--- config.mk ---
export PLATFORM = sky130hd
export DESIGN_NAME = direction_input_conditioner
export DESIGN_NICKNAME = d
export VERILOG_FILES = /design/src/rtl/direction_input_conditioner.sv
export SDC_FILE = /design/constraint.sdc
export NUM_CORES = 1
export LEC_CHECK = 0
export ABC_AREA = 1
export CAP_MARGIN = 10
export CORE_ASPECT_RATIO = 0.75
export CORE_MARGIN = 10
export CORE_UTILIZATION = 54
export DETAILED_ROUTE_END_ITERATION = 7
export PLACE_DENSITY = 0.73
export SYNTH_ARGS = -nofsm -noshare
export SYNTH_HDL_FRONTEND = slang
export SYNTH_SLANG_ARGS = --single-unit
export TNS_END_PERCENT = 5
--- constraint.sdc ---
create_clock -name clk -period 1.8 [get_ports clk]
set_clock_uncertainty 0.15 [all_clocks]
set_input_delay 0.36 -clock clk [delete_from_list [all_inputs] [get_ports clk]]
set_output_delay 0.36 -clock clk [all_outputs]
set_load 0.01 [all_outputs]
--- src/rtl/direction_input_conditioner.sv ---
// direction_input_conditioner
//
// Front end for the direction decoder. Each raw push-button level is passed
// through a two-flop synchroniser and an independent debouncer. The debounced
// bits drive the decoder select lines directly. A settle counter holds
// `enable` low until the debounced combination has stopped changing for
// SETTLE_CYCLES edges. This hides the intermediate combinations that appear
// while two buttons are pressed slightly apart.
//
// Parameters
//   DEBOUNCE_CYCLES  consecutive differing synchronised samples needed before
//                    a debounced bit flips (>= 1)
//   SETTLE_CYCLES    unchanged edges needed before enable asserts (>= 1)
//
// Ports
//   clk        system clock, rising edge
//   rst        asynchronous active-high reset
//   btn_up     raw button, asynchronous to clk, may bounce
//   btn_left   raw button, asynchronous to clk, may bounce
//   btn_right  raw button, asynchronous to clk, may bounce
//   up         debounced btn_up (decoder select MSB), registered
//   left       debounced btn_left, registered
//   right      debounced btn_right (decoder select LSB), registered
//   enable     high while {up,left,right} has been stable >= SETTLE_CYCLES

module direction_input_conditioner #(
  parameter int unsigned DEBOUNCE_CYCLES = 4,
  parameter int unsigned SETTLE_CYCLES   = 8
) (
  input  logic clk,
  input  logic rst,
  input  logic btn_up,
  input  logic btn_left,
  input  logic btn_right,
  output logic up,
  output logic left,
  output logic right,
  output logic enable
);

  localparam int unsigned DW = $clog2(DEBOUNCE_CYCLES + 1);
  localparam int unsigned SW = $clog2(SETTLE_CYCLES + 1);

  // A debounced bit flips on the edge where the count would reach
  // DEBOUNCE_CYCLES, i.e. when the current count is one below it.
  localparam logic [DW-1:0] DLAST = DW'(DEBOUNCE_CYCLES - 1);
  localparam logic [SW-1:0] SMAX  = SW'(SETTLE_CYCLES);

  // Bit 2 = up, bit 1 = left, bit 0 = right, matching the decoder select.
  logic [2:0]    raw;
  logic [2:0]    s1_q, s2_q;
  logic [2:0]    deb_q, deb_d;
  logic [DW-1:0] dcnt_q [3];
  logic [DW-1:0] dcnt_d [3];
  logic [SW-1:0] scnt_q, scnt_d;
  logic          en_q, en_d;
  logic          changed;

  assign raw = {btn_up, btn_left, btn_right};

  // Synchroniser chains.
  always_ff @(posedge clk or posedge rst) begin
    if (rst) begin
      s1_q <= '0;
      s2_q <= '0;
    end else begin
      s1_q <= raw;
      s2_q <= s1_q;
    end
  end

  // Debouncers: any sample that agrees with the debounced value restarts
  // the count, so bounces shorter than DEBOUNCE_CYCLES never get through.
  always_comb begin
    for (int i = 0; i < 3; i++) begin
      deb_d[i]  = deb_q[i];
      dcnt_d[i] = '0;
      if (s2_q[i] != deb_q[i]) begin
        if (dcnt_q[i] == DLAST) begin
          deb_d[i] = s2_q[i];
        end else begin
          dcnt_d[i] = dcnt_q[i] + DW'(1);
        end
      end
    end
  end

  always_ff @(posedge clk or posedge rst) begin
    if (rst) begin
      deb_q <= '0;
      for (int i = 0; i < 3; i++) begin
        dcnt_q[i] <= '0;
      end
    end else begin
      deb_q <= deb_d;
      for (int i = 0; i < 3; i++) begin
        dcnt_q[i] <= dcnt_d[i];
      end
    end
  end

  // Settle tracking. enable is registered from the next counter value so it
  // drops on the same edge the outputs change and never glitches.
  assign changed = (deb_d != deb_q);

  always_comb begin
    scnt_d = scnt_q;
    if (changed) begin
      scnt_d = '0;
    end else if (scnt_q != SMAX) begin
      scnt_d = scnt_q + SW'(1);
    end
    en_d = (scnt_d == SMAX);
  end

  always_ff @(posedge clk or posedge rst) begin
    if (rst) begin
      scnt_q <= '0;
      en_q   <= 1'b0;
    end else begin
      scnt_q <= scnt_d;
      en_q   <= en_d;
    end
  end

  assign up     = deb_q[2];
  assign left   = deb_q[1];
  assign right  = deb_q[0];
  assign enable = en_q;

endmodule

==> results.py <==
metrics = {
    "synthesis": {
        "synth-main-ff-cell": "dfrtp_1",
        "synth_fp_nets": 107,
        "netlist.area_leader.share": 0.593,
        "yosys-top-cells-count": "dfrtp_1 (23), nand2_1 (19), inv_1 (11), nor2_1 (11), inv_2 (6)",
        "syn_avg_cell_area_um2": 10.0,
        "synth_enable_flop_cells": 0,
        "synth_area_leaders": "dfrtp_1 (59%), nand2_1 (7.3%), ha_1 (6.4%)",
        "yosysWarnings": 0,
        "netlist-cell-type-count": 18,
        "ys_async_sr_fraction": 1.00,
        "synth.most_common_cell": "dfrtp_1",
        "yosys.area.top_type": "dfrtp_1",
        "netlist_area_um2": 971,
        "syn_inst": 97,
        "ys_seq_area_frac": 0.593,
        "synth-seq-cells": 23,
    },
    "grt": {
        "grt_max_degree": 24,
        "antenna_found_initial": 0,
        "grtUsageTotal": 0.0917,
        "grt_overflow": 0,
        "grt_pass1_wl_um": 2680,
        "grt_pass1_vias": 639,
    },
    "place": {
        "finalWeightedCongestion": 0.800,
        "io_buffers": 8,
        "dp_hpwl_um": 1180,
        "placed_area_um2": 1090,
    },
    "setup_path": {
        "cp.depth": 1,
        "worst-setup-path-type": "reg2out",
        "required_ns": 1.29,
        "crit_path_end_kind": "output port",
        "crit_arrival_ns": 1.23,
        "r2r_cells": 7,
        "crit_fanout": 2,
        "critPathBufInv": 1,
        "path_delay_family": "buffers and inverters",
        "timing.rr.start": "dcnt_q[6]",
        "crit_path_start": "deb_q[1]",
        "rrSetupSlack_ns": 0.34,
        "cpMaxStageDelayCell": "clkdlybuf4s50_1",
        "worstSetupStartpointType": "flop",
        "crit_chain": "clkdlybuf4s50_1",
        "max_stage_delay_ns": 0.54,
        "endpoint": "left",
        "reg2reg_to": "enable",
    },
    "sta": {
        "setup_tns_ns": 0,
        "finalSetupViolCount": 0,
        "fin_crit_ns": 1.74,
        "relSlewSlack": 0.817,
        "rsz0062_at_grt": "false",
        "hold_violations": 0,
        "fmax_ghz": 0.575,
        "maxSlewViolCount": 0,
        "max_slew.worst_pin.slew_ns": 0.274,
        "period_share": 0.967,
    },
    "finish": {
        "insertedDiodeCount": 0,
        "fin_area_um2": 1130,
        "synthToLayoutAreaGrowth_pct": 16.0,
        "drive_gt1_frac": 0.180,
        "num-nets-final": 122,
    },
    "floorplanning": {
        "ios": 9,
        "design.core.area_um2": 1720,
        "die_height_um": 56.7,
        "dieArea_um2": 3910,
        "die_w_um": 69.0,
        "initial_core_util": 0.563,
        "rows": 13,
    },
    "detailed_routing": {
        "wire_per_inst_um": 11.6,
        "drtPass1Iterations": 2,
        "postRouteWirelength_um": 1550,
        "avgViaCountPerCell": 4.80,
        "drc": 0,
        "drt-initial-drc-count": 24,
        "vias": 639,
        "ant_nets": 0,
    },
    "clock_network": {
        "cts_tree": "built",
        "clock-sinks": 23,
        "hold_buffers": 0,
        "cts.path.max_buffers": 2,
        "cts-root-buf": "clkbuf_4",
        "clkSlewWorstSetupHoldPaths_ns": 0.12,
        "cts_inserted_buffers": 3,
        "cts_max_level": 1,
        "clk_latency_ns": 0.32,
    },
    "power_and_ir_drop": {
        "peakVddDrop_v": 0.000904,
        "powerDensity_nw_per_um2": 1420,
        "leakagePower_uw": 0.000614,
    },
    "run": {
        "max-cap-violations": 0,
    },
    "hold_path": {
        "min_path_type": "in2async",
    },
    "run_status": {
        "status": "complete, no violations",
    },
}
==> worst reg2reg max path, stage by stage, from the launching register on <==
cell     delay (ns)
dfrtp_1        0.40
ha_1           0.21
inv_2          0.08
nor2_4         0.05
nand3_1        0.12
nand3_2        0.15
a21oi_1        0.14
nor2_1         0.06
==> per-stage QoR <==
stage / instances / hold slack [ns] / power [uW] / setup slack, ns / utilization
after global placement: 128 / 0.184 / 1340 / 0.358 / 0.630
final: 133 / 0.204 / 1600 / 0.0601 / 0.653
after floorplan: 97 / 0.181 / 1180 / 0.499 / -
after global routing: 133 / 0.209 / 1760 / 0.00175 / 0.653
after CTS: 133 / 0.213 / 1630 / 0.0321 / 0.650
after detailed placement: 128 / 0.186 / 1380 / 0.342 / 0.630
==> cell type report <==
cell class / instances / area (um2)
flip-flops and latches: 23 / 576
clock inverters: 1 / 5.00
fillers: 154 / 598
repair buffers: 10 / 100
well taps: 22 / 27.5
multi-input cells: 57 / 332
clock buffers: 3 / 22.5
inverters: 17 / 63.8
==> report_power, final <==
part	internal, uW	total, uW	switching, uW	leakage [uW]
clock network	83.3	236	153	0.0000177
logic	271	602	331	0.000307
registers	663	764	101	0.000289
==> cells in the final DEF (no fill, tap or decap), drive strengths merged <==
master         count
a21oi              1
buf                2
clkbuf             3
clkdlybuf4s50      6
clkinv             1
dfrtp             23
dlymetal6s2s       2
ha                 5
inv               17
nand2             20
nand3              6
nor2              13
nor3               4
nor3b              1
o21ai              5
xnor2              1
xor2               1
==> sequential cells by signal, summed over array words and instances (netlist names) <==
name,cells
enable,1
scnt_q,4
deb_q,3
dcnt_q,9
s2_q,3
s1_q,3
==> timing repair <==
item	CTS	global route
gates resized for setup	0	2
buffers inserted	1	0
setup endpoints to repair	1	2
==> per-layer routing <==
layer  global-route usage  wire length (um)
met5                    0                 0
met4               0.0421                35
met3               0.0535                97
met2                0.150               758
met1               0.0897               655
==> logic make-up (layout without fill, tap and decap cells) <==
logic type / Yosys count / after routing / share of synthesized area
buf+inv: 17 / 31 / 0.0657
simple gates: 44 / 44 / 0.220
xor+xnor: 2 / 2 / 0.0258
flops: 23 / 23 / 0.593
fa+ha+maj: 5 / 5 / 0.0644
compound gates: 6 / 6 / 0.0309
==> worst min path at each step <==
stage	endpoint	slack, ns	cells after the start
after floorplan	s2_q[0]	0.18	0
after global routing	dcnt_q[1]	0.21	3
after CTS	dcnt_q[1]	0.21	3
after detailed placement	s2_q[0]	0.19	0
after global placement	s2_q[0]	0.18	0
final	dcnt_q[1]	0.20	3
(Power assumes the default switching activity.)
